$ cat src/rtl/fetch_pkg.sv
// Shared pipeline definitions for the fetch stage: default widths, fetch FSM
// states and the IF/ID bundle layout.
package fetch_pkg;

  localparam int unsigned DEF_PC_W   = 32;
  localparam int unsigned DEF_INST_W = 16;

  typedef enum logic [0:0] {
    S_FETCH = 1'b0,
    S_IMM   = 1'b1
  } fetch_state_e;

  typedef struct packed {
    logic                  valid;
    logic [DEF_INST_W-1:0] inst;
    logic [DEF_INST_W-1:0] imm;
    logic [DEF_PC_W-1:0]   pc;
  } if_id_t;

  // All-zero word doubles as the NOP that decode already recognises
  localparam if_id_t IF_ID_BUBBLE = '0;

endpackage

$ cat src/rtl/if_id_reg.sv
// IF/ID pipeline register; bubble load has priority over a normal load,
// and with neither asserted the register holds.
module if_id_reg #(
  parameter int unsigned PC_W   = fetch_pkg::DEF_PC_W,
  parameter int unsigned INST_W = fetch_pkg::DEF_INST_W
) (
  input  logic              clk,
  input  logic              rst_n,
  input  logic              load,
  input  logic              bubble,
  input  logic [INST_W-1:0] d_inst,
  input  logic [INST_W-1:0] d_imm,
  input  logic [PC_W-1:0]   d_pc,
  output logic              valid,
  output logic [INST_W-1:0] inst,
  output logic [INST_W-1:0] imm,
  output logic [PC_W-1:0]   pc
);

  always_ff @(posedge clk or negedge rst_n) begin
    if (!rst_n) begin
      valid <= 1'b0;
      inst  <= '0;
      imm   <= '0;
      pc    <= '0;
    end else if (bubble) begin
      valid <= 1'b0;
      inst  <= '0;
      imm   <= '0;
      pc    <= '0;
    end else if (load) begin
      valid <= 1'b1;
      inst  <= d_inst;
      imm   <= d_imm;
      pc    <= d_pc;
    end
  end

endmodule

$ cat src/rtl/fetch_stage.sv
// Instruction fetch: PC, one/two-word instruction assembly and IF/ID register.
// Optional load-use stall counter enabled by defining FETCH_STALL_CNT_EN.
module fetch_stage
  import fetch_pkg::*;
#(
  parameter int unsigned     PC_W     = DEF_PC_W,
  parameter int unsigned     INST_W   = DEF_INST_W,
  parameter logic [PC_W-1:0] RESET_PC = '0,
  parameter int unsigned     IMM_BIT  = 0
) (
  input  logic              clk,
  input  logic              rst_n,
  input  logic              fetch_nop_LD,
  input  logic              flush,
  input  logic [PC_W-1:0]   flush_pc,
  output logic [PC_W-1:0]   imem_addr,
  input  logic [INST_W-1:0] imem_data,
  output logic              if_id_valid,
  output logic [INST_W-1:0] if_id_inst,
  output logic [INST_W-1:0] if_id_imm,
  output logic [PC_W-1:0]   if_id_pc
`ifdef FETCH_STALL_CNT_EN
  ,
  output logic [15:0]       stall_cnt
`endif
);

  fetch_state_e      state, state_nxt;
  logic [PC_W-1:0]   pc, pc_nxt, pc_inc;
  logic [INST_W-1:0] held, held_nxt;
  logic              id_load, id_bubble;
  logic [INST_W-1:0] id_inst, id_imm;

  assign imem_addr = pc;
  assign pc_inc    = pc + PC_W'(1);

  always_ff @(posedge clk or negedge rst_n) begin
    if (!rst_n) begin
      state <= S_FETCH;
      pc    <= RESET_PC;
      held  <= '0;
    end else begin
      state <= state_nxt;
      pc    <= pc_nxt;
      held  <= held_nxt;
    end
  end

  // Priority: flush, then load-use stall, then normal advance
  always_comb begin
    state_nxt = state;
    pc_nxt    = pc;
    held_nxt  = held;
    id_load   = 1'b0;
    id_bubble = 1'b0;
    id_inst   = '0;
    id_imm    = '0;
    if (flush) begin
      pc_nxt    = flush_pc;
      held_nxt  = '0;
      state_nxt = S_FETCH;
      id_bubble = 1'b1;
    end else if (!fetch_nop_LD) begin
      pc_nxt = pc_inc;
      case (state)
        S_FETCH: begin
          if (imem_data[IMM_BIT]) begin
            held_nxt  = imem_data;
            state_nxt = S_IMM;
            id_bubble = 1'b1;
          end else begin
            id_load = 1'b1;
            id_inst = imem_data;
          end
        end
        S_IMM: begin
          id_load   = 1'b1;
          id_inst   = held;
          id_imm    = imem_data;
          held_nxt  = '0;
          state_nxt = S_FETCH;
        end
        default: state_nxt = S_FETCH;
      endcase
    end
  end

  if_id_reg #(
    .PC_W   (PC_W),
    .INST_W (INST_W)
  ) u_if_id (
    .clk    (clk),
    .rst_n  (rst_n),
    .load   (id_load),
    .bubble (id_bubble),
    .d_inst (id_inst),
    .d_imm  (id_imm),
    .d_pc   (pc_inc),
    .valid  (if_id_valid),
    .inst   (if_id_inst),
    .imm    (if_id_imm),
    .pc     (if_id_pc)
  );

`ifdef FETCH_STALL_CNT_EN
  // Counts stall cycles that were not overridden by a flush; saturating
  always_ff @(posedge clk or negedge rst_n) begin
    if (!rst_n) begin
      stall_cnt <= '0;
    end else if (fetch_nop_LD && !flush && (stall_cnt != 16'hFFFF)) begin
      stall_cnt <= stall_cnt + 16'd1;
    end
  end
`endif

endmodule

$ cat config.mk
export PLATFORM = sky130hd
export DESIGN_NAME = fetch_stage
export DESIGN_NICKNAME = d
export VERILOG_FILES = /design/src/rtl/fetch_pkg.sv /design/src/rtl/if_id_reg.sv /design/src/rtl/fetch_stage.sv
export SDC_FILE = /design/constraint.sdc
export NUM_CORES = 1
export LEC_CHECK = 0
export BUFFER_PORTS_ARGS = -buffer_cell sky130_fd_sc_hd__buf_2
export CORE_AREA = 2 2 103 105
export CTS_BUF_LIST = sky130_fd_sc_hd__clkbuf_8
export DETAILED_ROUTE_END_ITERATION = 16
export DIE_AREA = 0 0 105 107
export GPL_TIMING_DRIVEN = 0
export PLACE_DENSITY = 0.78
export SETUP_SLACK_MARGIN = 0.4
export SYNTH_ARGS = -nofsm -noshare
export SYNTH_HDL_FRONTEND = slang
export SYNTH_SLANG_ARGS = --single-unit
$ cat constraint.sdc
create_clock -name clk -period 2.45 [get_ports clk]
set_input_delay 0.49 -clock clk [delete_from_list [all_inputs] [get_ports clk]]
set_output_delay 0.49 -clock clk [all_outputs]
set_load 0.01 [all_outputs]
==> results of run 1 <==
-- kinds of logic after synthesis --
logic type,after synthesis,share of synthesized area (%)
compound gates,127,15.4
xor+xnor,59,9.63
fa+ha+maj,1,0.233
buf+inv,44,3.29
flops,114,53.2
mux,4,0.816
simple gates,193,17.5
-- final cells by class --
cell class / instances / area (sq um) / area share, %
multi-input cells: 384 / 2500 / 35.4
repair buffers: 164 / 886 / 12.6
flip-flops and latches: 114 / 2860 / 40.5
plain buffers: 39 / 204 / 2.89
inverters: 5 / 18.8 / 0.266
clock inverters: 14 / 171 / 2.43
well taps: 136 / 170 / 2.41
clock buffers: 18 / 248 / 3.51
-- cells in the final DEF (no fill, tap or decap), types with 3 or more instances in the layout --
cell and count:
nand2_1 92, clkbuf_1 22, nor2b_1 3, nand4_1 14, dfrtp_2 6, a22o_1 32, inv_1 8, clkinv_2 5
nor3_1 9, nor2_1 19, nor3_4 5, buf_2 146, xor2_1 26, nand3_1 14, buf_4 17, dfrtp_1 108
o21ai_0 67, or4_4 3, mux2_2 3, a22oi_1 20, bufinv_16 4, nor4_2 4, buf_6 5, clkbuf_4 3
and3_1 4, xnor2_1 32, clkbuf_2 7, clkbuf_8 18
-- how the worst min path moves through the flow --
| stage | slack [ns] | endpoint | start |
|---|---|---|---|
| 2_1_floorplan | 0.19 | held[0] | rst_n |
| 3_3_place_gp | 0.46 | u_if_id.pc[31] | u_if_id.pc[31] |
| 3_5_place_dp | 0.47 | u_if_id.pc[22] | u_if_id.pc[22] |
| 4_1_cts | 0.14 | u_if_id.imm[10] | rst_n |
| 5_1_grt | 0.19 | u_if_id.inst[12] | rst_n |
| 6_report | 0.11 | u_if_id.inst[12] | rst_n |
-- synth_stat cells, types with 3 or more instances --
library cell  number
dfrtp_1          114
nand2_1           94
o21ai_0           67
clkbuf_1          33
a22o_1            32
xnor2_1           32
xor2_1            27
nor2_1            22
a22oi_1           20
nand3_1           15
nor3_1            15
nand4_1           14
nor4_1             7
inv_1              5
and3_1             4
buf_2              3
mux2_2             3
nor2b_1            3
-- timing repair --
item,4_1_cts,5_1_grt
pin swaps,6,5
setup endpoints to repair,62,78
buffers inserted,11,5
gates resized for setup,25,37
-- flip-flops by register name (all words and copies together), names as in the netlist --
| register | flops |
|---|---|
| imem_addr | 32 |
| u_if_id.pc | 32 |
| u_if_id.valid | 1 |
| u_if_id.inst | 16 |
| u_if_id.imm | 16 |
| held | 16 |
| state | 1 |
-- critical path: stages (launching register included) --
cell,delay [ns]
dfrtp_1,0.38
buf_6,0.13
nand4_4,0.11
or4_4,0.53
buf_6,0.14
or4_4,0.48
xor2_2,0.16
o21ai_2,0.13
-- report_power, final --
| part | total [uW] | switching, uW | leakage [uW] | internal (uW) |
|---|---|---|---|---|
| Clock | 1880 | 766 | 0.000222 | 1110 |
| Sequential | 2100 | 116 | 0.00150 | 1990 |
| Combinational | 635 | 377 | 0.00165 | 258 |
-- stage by stage --
step	hold slack, ns	total power, uW	TNS (ns)	instance area (sq um)	std cells
floorplan	0.194	2430	0	5390	542
global placement	0.458	2700	-49.06	6290	825
detailed placement	0.466	2720	-1.55	6320	826
CTS	0.138	4610	0	6900	869
global route	0.186	4790	0	7060	874
finish	0.111	4620	0	7060	874
-- routing by layer --
metal	global-route usage, %	vias up	routed length (um)
met5	0	-	0
met4	9.90	0	303
met3	6.75	30	1210
met2	44.2	238	7450
met1	37.3	2446	6490
li1	-	2280	-
==> reports/results.ini, run 1 <==
[outcome]
run_status=complete, no violations

[sta]
setup_viol=0
slew_headroom_pct=50.8
post-route-period-util_pct=87.5
final.setup_skew_ns=0.00785
worst_slack_ns=0.307
worstMarginPinSlew_ns=0.738
maxSlewViolCount=0
fmax_mhz=467
rsz0062_at_grt=true
hold_viol_final=0
finalCriticalPeriod_ns=2.14

[final_layout]
area_growth_syn_to_layout_pct=31.5
diodes=0
num-nets-final=778
postLayoutCoreUtil_pct=69.9
drive_above_1_share_pct=33.3
fillers=828

[critical_path]
r2r_cells=7
cp-startpoint=imem_addr[8]
r2r-end=u_if_id.pc[26]
endpoint=u_if_id.pc[26]
cp_max_fo=4
required_ns=2.82
crit_path_end_kind=flop
criticalPathCategory=flop to flop
r2r_slack_ns=0.31
r2r_start=imem_addr[8]
critPathLaunchType=flop
arrival_ns=2.51

[clocking]
clk_latency_ns=0.43
cts_buffer_depth=2
ctsHoldBuffers=0
clkSinkCount=114
cts-htree-levels=4
cts_tree=yes
cts_buffers=17
clk_pin_slew_ns=0.07
cts-root-buf=clkbuf_8

[place]
gp_congestion=0.879
dp_slack_ns=-0.140
post-dp-hpwl_um=10600
port_buffers=147

[global_route]
grt_pass1_vias=4858
grtUsageTotal_pct=27.8
grt_max_degree=59
overflow=0
grt_pass1_wl_um=24600
antenna_found_initial=0

[power_and_ir_drop]
powerDensity_nw_per_um2=654
power.leakage_uw=0.00337
ir_drop_v=0.000359

[route]
wl_per_cell_um=17.7
detail-route-antenna-nets=0
remaining_drc_errors=0
routed_wl_um=15500
vias=4994
drtIter0Drc=395
firstDrtPassIters=6
viasPerCell=5.71

[die]
die_h_um=107
die-area_sq_um=11200
num_rows=37
initial_core_util_pct=53.2
ios=149
core_area_sq_um=10100
die_w_um=105

[logic_synthesis]
yosysTopAreaCell=dfrtp_1
synth_top_cell_area_share_pct=53.2
avgSynthCellArea_sq_um=9.90
synth_cell_type_count=41
yosys-top-cells-area=dfrtp_1 (53%), nand2_1 (6.6%), o21ai_0 (6.3%)
synth_edf_count=0
syn-num-nets=595
ys_warn_count=0
async_reset_ff_share_pct=100
ys_ff_latch=114
netlist_area_sq_um=5370
postSynthCellCount=542
seq_area_frac_synth_pct=53.2
synthFlopType=dfrtp_1

[worst_hold_path]
hold_path.class=primary input to async pin

[job]
maxCapViolations=0

(Power assumes the default switching activity.)
==> run 2: changes to the inputs <==
- SETUP_SLACK_MARGIN: 0.4 -> default
==> run 2 against run 1 <==
  * Sequential share of layout area is 1.7 points higher
  * Wire length is 4.5% lower
  * Critical endpoint unchanged
  * Largest cell class unchanged
  * Clock-buffer cell count is 1 higher
==> reports/results.ini, run 2 (synthesized netlist as in run 1, its figures left out) <==
[global_route]
grtUsageMet2_pct=44.5  ; +0.32 points
grt_pass1_vias=4841  ; -0.35%
grt-busiest-layer=met2
use_met3_pct=6.44  ; -0.30 points
overflow=0  ; unchanged
antenna_found_initial=0  ; unchanged
grt_max_degree=62  ; +5.1%
gr-usage-met1_pct=34.9  ; -2.5 points
grt_pass1_wl_um=23900  ; -2.6%
grtUsageTotal_pct=27.2  ; -0.53 points

[clocking]
cts_buffer_depth=2  ; unchanged
cts-htree-levels=4  ; unchanged
clkSinkCount=114  ; unchanged
cts-root-buf=clkbuf_8
post_cts_buffers=0  ; -11
clk_pin_slew_ns=0.07  ; about the same
cts_tree=yes
ctsHoldBuffers=0  ; unchanged
cts_buffers=17  ; unchanged
clk_latency_ns=0.43  ; about the same

[final_layout]
layout_commonest_cell=buf_2
postLayoutCoreUtil_pct=66.9  ; -3.0 points
finalNonFillerCells=858  ; -1.8%
drive_above_1_share_pct=27.3  ; -6.0 points
diodes=0  ; unchanged
multi_input_area_sq_um=2360  ; -5.7%
fillers=885  ; +6.9%
num-nets-final=762  ; -2.1%
seq_area_sq_um=2850  ; -0.26%
layout_common_cells=buf_2 (149), dfrtp_1 (114), nand2_1 (94), o21ai_0 (67)
area_growth_syn_to_layout_pct=25.8

[die]
die_h_um=107  ; unchanged
die-area_sq_um=11200  ; unchanged
ios=149  ; unchanged
initial_core_util_pct=53.2  ; unchanged
num_rows=37  ; unchanged
die_w_um=105  ; unchanged
core_area_sq_um=10100  ; unchanged

[power_and_ir_drop]
p_total_uw=4580  ; -0.80%
powerDensity_nw_per_um2=678  ; +3.7%
power.leakage_uw=0.00319  ; -5.3%
ir_drop_v=0.000381  ; +6.3%

[critical_path]
r2r_cells=7  ; unchanged
required_ns=2.75  ; -0.07 ns
slowest_stage=or4_1
r2r_slack_ns=0.09  ; -0.22 ns
max_stage_delay_ns=0.54  ; about the same
critPathLaunchType=flop
arrival_ns=2.66  ; +0.15 ns
cp_cell_sequence=buf_4 > nand4_4 > or4_1 > buf_2 > or4_4 > xor2_1 > o21ai_2
crit_path_end_kind=flop
r2r_start=imem_addr[8]
criticalPathCategory=flop to flop
cp_max_fo=8  ; +4
r2r-end=u_if_id.pc[26]

[sta]
rsz0062_at_grt=false
slew_headroom_pct=33.5  ; -17 points
post-route-period-util_pct=96.3  ; +8.8 points
setup_viol=0  ; unchanged
hold_viol_final=0  ; unchanged
finalCriticalPeriod_ns=2.36  ; +0.215 ns
final.setup_skew_ns=0.00996  ; +0.00211 ns
fmax_mhz=424  ; -9.1%
worstMarginPinSlew_ns=0.996  ; +0.258 ns
hold_ws_ns=0.102  ; -0.00912 ns
setup_tns_ns=0  ; unchanged
maxSlewViolCount=0  ; unchanged

[place]
post-dp-hpwl_um=10800  ; +1.4%
gp_congestion=0.890  ; +1.3%
post-place-cells=826  ; unchanged
port_buffers=147  ; unchanged

[route]
detail-route-antenna-nets=0  ; unchanged
wl_per_cell_um=17.2  ; -2.7%
remaining_drc_errors=0  ; unchanged
viasPerCell=5.56  ; -2.7%
routed_wl_um=14800  ; -4.5%
firstDrtPassIters=5  ; -1
vias=4768  ; -4.5%
drtIter0Drc=301  ; -24%

[worst_hold_path]
hold_path.class=primary input to async pin

[job]
maxCapViolations=0  ; unchanged

[outcome]
run_status=complete, no violations

-- run 2: changes by cell type in the layout (fill, tap and decap cells not counted), sizes merged --
| cell | previous run | this run |
|---|---|---|
| buf | 171 | 154 |
| inv | 8 | 7 |
| clkinv | 5 | 7 |
| clkinvlp | 2 | 0 |
| clkbuf | 50 | 52 |
-- run 2: what timing repair did --
item | CTS | global route
resized for setup | 2 | 4
endpoints found under the setup margin | 9 | 20
cloned | 0 | 0
-- run 2: routing by layer --
layer  vias to the layer above  wire (um)
met5                         -          0
met4                         0        295
met3                        27       1030
met2                       202       7210
met1                      2303       6220
li1                       2236          -
-- run 2: layout make-up --
class | count | area share (%)
Buffer | 39 | 2.35
Inverter | 5 | 0.278
Clock buffer | 19 | 3.87
Timing Repair Buffer | 148 | 11.3
Multi-Input combinational cell | 384 | 34.9
Tap cell | 136 | 2.52
Clock inverter | 13 | 2.46
Sequential cell | 114 | 42.3
-- run 2: stage by stage --
stage          setup slack (ns)  cell area (sq um)
2_1_floorplan             0.222               5370
3_3_place_gp             -0.423               6270
3_5_place_dp             -0.115               6300
4_1_cts                  0.0444               6740
5_1_grt                 0.00371               6750
6_report                 0.0916               6750
-- run 2: worst max path at each step --
stage / from / end / cells past startpoint
global placement: rst_n / u_if_id.pc[18] / 1
floorplan: imem_addr[9] / u_if_id.pc[26] / 7
finish: imem_addr[8] / u_if_id.pc[26] / 7
CTS: state / held[15] / 5
detailed placement: imem_addr[2] / u_if_id.pc[29] / 7
global route: imem_addr[2] / u_if_id.pc[29] / 7
-- run 2: worst max-delay path, delay by kind of cell (launching register included) --
kind,cells,cell delay (ns)
AO/OA/AOI/OAI,1,0.07
XOR/XNOR,1,0.19
buffers and inverters,2,0.36
flip-flops,1,0.38
AND/OR/NAND/NOR,3,1.24
-- run 2: power by group --
group          total, uW  internal (uW)  switching, uW  leakage, uW
sequential          2100           1990            111      0.00151
combinational        591            234            357      0.00145
clock               1890           1140            749     0.000231
==> run 3: changes to the inputs <==
- ABC_AREA: default -> 1
- CORE_AREA: 2 2 103 105 -> 2 2 105 107
- DIE_AREA: 0 0 105 107 -> 0 0 107 109
- PLACE_DENSITY: 0.78 -> 0.79
==> run 3 against run 2 <==
  * Largest power group unchanged
  * Worst hold slack improved by 0.059 ns
  * Maximum frequency increased by 39%
  * Clock skew about the same
  * Clock-buffer cell count increased by 1
  * Highest routed layer unchanged
  * Via count increased by 14%
  * Die area increased by 3.8%
  * Combinational power increased by 13%
  * Wire length increased by 7.7%
  * Cell count increased by 20%
==> reports/results.ini, run 3 <==
[outcome]
run_status=complete, no violations

[clocking]
cts-root-buf=clkbuf_8
ctsHoldBuffers=0  ; unchanged
cts_tree=yes
post_cts_resized=0  ; -2
clk_pin_slew_ns=0.07  ; about the same
post_cts_buffers=0  ; unchanged
cts_buffer_depth=2  ; unchanged
cts_buffers=17  ; unchanged
clk_latency_ns=0.45  ; +0.02 ns
clkSinkCount=114  ; unchanged
cts-htree-levels=4  ; unchanged

[die]
die-area_sq_um=11700  ; +3.8%
die_h_um=109  ; +1.9%
num_rows=38  ; +2.7%
die_w_um=107  ; +1.9%
core_area_sq_um=10600  ; +5.1%
initial_core_util_pct=53.6  ; +0.46 points
ios=149  ; unchanged

[global_route]
grt_max_degree=69  ; +11%
grtUsageTotal_pct=28.9  ; +1.7 points
grt_pass1_vias=5359  ; +11%
grt-busiest-layer=met2
antenna_found_initial=0  ; unchanged
overflow=0  ; unchanged
gr-usage-met1_pct=36.2  ; +1.4 points
use_met3_pct=7.65  ; +1.2 points
grtUsageMet2_pct=46.9  ; +2.4 points
grt_pass1_wl_um=25900  ; +8.3%

[critical_path]
crit_path_end_kind=flop
crit_top_cell=nand2_1
slowest_stage=dfrtp_1
criticalPathCategory=flop to flop
max_stage_delay_ns=0.42  ; -0.12 ns
required_ns=2.78  ; +0.03 ns
cp_cell_sequence=ha_1 > nand2_2 > nor2_8 > inv_1 > nor2_1 > nand2_1 > nand2_1 > nand2_1 > nand2_1 > nand3_1
r2r_cells=10  ; +3
arrival_ns=2.02  ; -0.64 ns
critPathLaunchType=flop
cp_max_fo=5  ; -3

[sta]
slew_headroom_pct=42.4  ; +8.9 points
post-route-period-util_pct=69.0  ; -27 points
finalCriticalPeriod_ns=1.69  ; -0.668 ns
final.setup_skew_ns=0.0101  ; +0.0000920 ns
setup_viol=0  ; unchanged
setup_tns_ns=0  ; unchanged
worst_slack_ns=0.759  ; +0.668 ns
worstMarginPinSlew_ns=0.864  ; -0.132 ns
rsz0062_at_grt=false
hold_viol_final=0  ; unchanged
hold_ws_ns=0.161  ; +0.0587 ns
maxSlewViolCount=0  ; unchanged
fmax_mhz=591  ; +39%

[power_and_ir_drop]
p_total_uw=4810  ; +5.1%
powerDensity_nw_per_um2=680  ; +0.19%
power.leakage_uw=0.00372  ; +16%
ir_drop_v=0.000385  ; +0.91%
p_int_uw=3440  ; +2.2%
p_comb_share_pct=13.9  ; +1.0 points
seqPwrFrac_pct=44.5  ; -1.3 points
p_sw_share_pct=28.6  ; +2.0 points
switchingPower_uw=1370  ; +13%
clkPwrFrac_pct=41.7  ; +0.4 points

[place]
dp_slack_ns=0.627  ; +0.742 ns
port_buffers=147  ; unchanged
post-dp-hpwl_um=11700  ; +8.6%
gp_congestion=0.905  ; +1.7%
dpl-instance-area_sq_um=6630  ; +5.2%

[final_layout]
layout_common_cells=nand2_1 (249), buf_2 (162), dfrtp_1 (114), nand3_1 (64), inv_1 (63)
fillers=902  ; +1.9%
diodes=0  ; unchanged
drive_above_1_share_pct=27.4  ; +0.11 points
area_growth_syn_to_layout_pct=24.5
num-nets-final=927  ; +22%
layout_commonest_cell=nand2_1
fin_area_sq_um=7080  ; +4.9%

[logic_synthesis]
synth_most_common_cell=nand2_1
syn-num-nets=760  ; +28%
async_reset_ff_share_pct=100  ; unchanged
ys_ff_latch=114  ; unchanged
ys_top_cells_by_count=nand2_1 (249), dfrtp_1 (114), nand3_1 (64)
synth_cell_type_count=32  ; -22%
synthFlopType=dfrtp_1
avgSynthCellArea_sq_um=8.04  ; -19%
yosysTopAreaCell=dfrtp_1
synth_edf_count=0  ; unchanged
postSynthCellCount=707  ; +30%
yosys-top-cells-area=dfrtp_1 (50%), nand2_1 (16%), nand3_1 (5.6%)
synth_top_cell_area_share_pct=50.2  ; -3.0 points
netlist_area_sq_um=5690  ; +6.0%
ys_warn_count=0  ; unchanged
seq_area_frac_synth_pct=50.2  ; -3.0 points

[job]
maxCapViolations=0  ; unchanged

[route]
routed_wl_um=15900  ; +7.7%
drtIter0Drc=430  ; +43%
remaining_drc_errors=0  ; unchanged
viasPerCell=5.30  ; -4.6%
detail-route-antenna-nets=0  ; unchanged
firstDrtPassIters=5  ; unchanged
vias=5443  ; +14%
wl_per_cell_um=15.5  ; -10%

[worst_hold_path]
hold_path.class=primary input to async pin

[run 3: cell types whose count changed after synthesis, moves of 14 or more]
cell      previous run  this run
clkbuf_1            33         6
o22ai_1              0        15
xor2_1              27         2
nor3_1              15         0
o21ai_0             67        40
inv_1                5        63
nand2_1             94       249
nand3_1             15        64
a22o_1              32         0
nor2_1              22        36
xnor2_1             32         0
[run 3: path summary, 6_finish.rpt]
| kind | from | to | slack, ns |
|---|---|---|---|
| min | rst_n | imem_addr[13] | 0.16 |
| max reg2reg | imem_addr[1] | imem_addr[28] | 0.76 |
| max | imem_addr[1] | imem_addr[28] | 0.76 |
| min in group clk | flush_pc[27] | imem_addr[27] | 0.27 |
| min reg2reg | u_if_id.pc[18] | u_if_id.pc[18] | 0.48 |
| max in group asynchronous | rst_n | u_if_id.imm[1] | 1.58 |
[run 3: cells by family after synthesis]
group	after synthesis	synth area share, %
AND/OR/NAND/NOR	393	31.1
flip-flops	114	50.2
AO/OA/AOI/OAI	100	10.4
buffers and inverters	95	7.24
XOR/XNOR	4	0.880
adder cells (fa/ha/maj)	1	0.220
[run 3: area by class of cell]
type | count | area, sq um | share of cell area [%]
Clock inverter | 12 | 179 | 2.53
Multi-Input combinational cell | 498 | 2420 | 34.2
Timing Repair Buffer | 148 | 766 | 10.8
Inverter | 67 | 251 | 3.55
Buffer | 28 | 160 | 2.26
Sequential cell | 114 | 2850 | 40.3
Clock buffer | 20 | 275 | 3.89
Tap cell | 140 | 175 | 2.47
[run 3: power by group through the flow]
stage,Clock [uW],Combinational (uW),Sequential [uW]
2_1_floorplan,0,319,2200
3_3_place_gp,0,647,2160
3_5_place_dp,0,668,2170
4_1_cts,2030,673,2140
5_1_grt,2110,746,2160
6_report,2010,667,2140
[run 3: worst max-delay path, delay by kind of cell (launching register included)]
| kind | cells | cell delay (ns) |
|---|---|---|
| adders and majority gates | 1 | 0.22 |
| buffers and inverters | 1 | 0.06 |
| DFF | 1 | 0.42 |
| and+or+nand+nor | 8 | 0.88 |
[run 3: routing by layer]
layer | part of all wire, % | wire, um
met5 | 0 | 0
met4 | 3.1 | 487
met3 | 7.8 | 1250
met2 | 49 | 7800
met1 | 40 | 6370
[run 3: stage by stage]
step / util (%) / instances
3_3_place_gp: 62.2 / 994
3_5_place_dp: 62.5 / 995
5_1_grt: 66.8 / 1027
6_report: 66.8 / 1027
2_1_floorplan: - / 707
4_1_cts: 66.8 / 1027
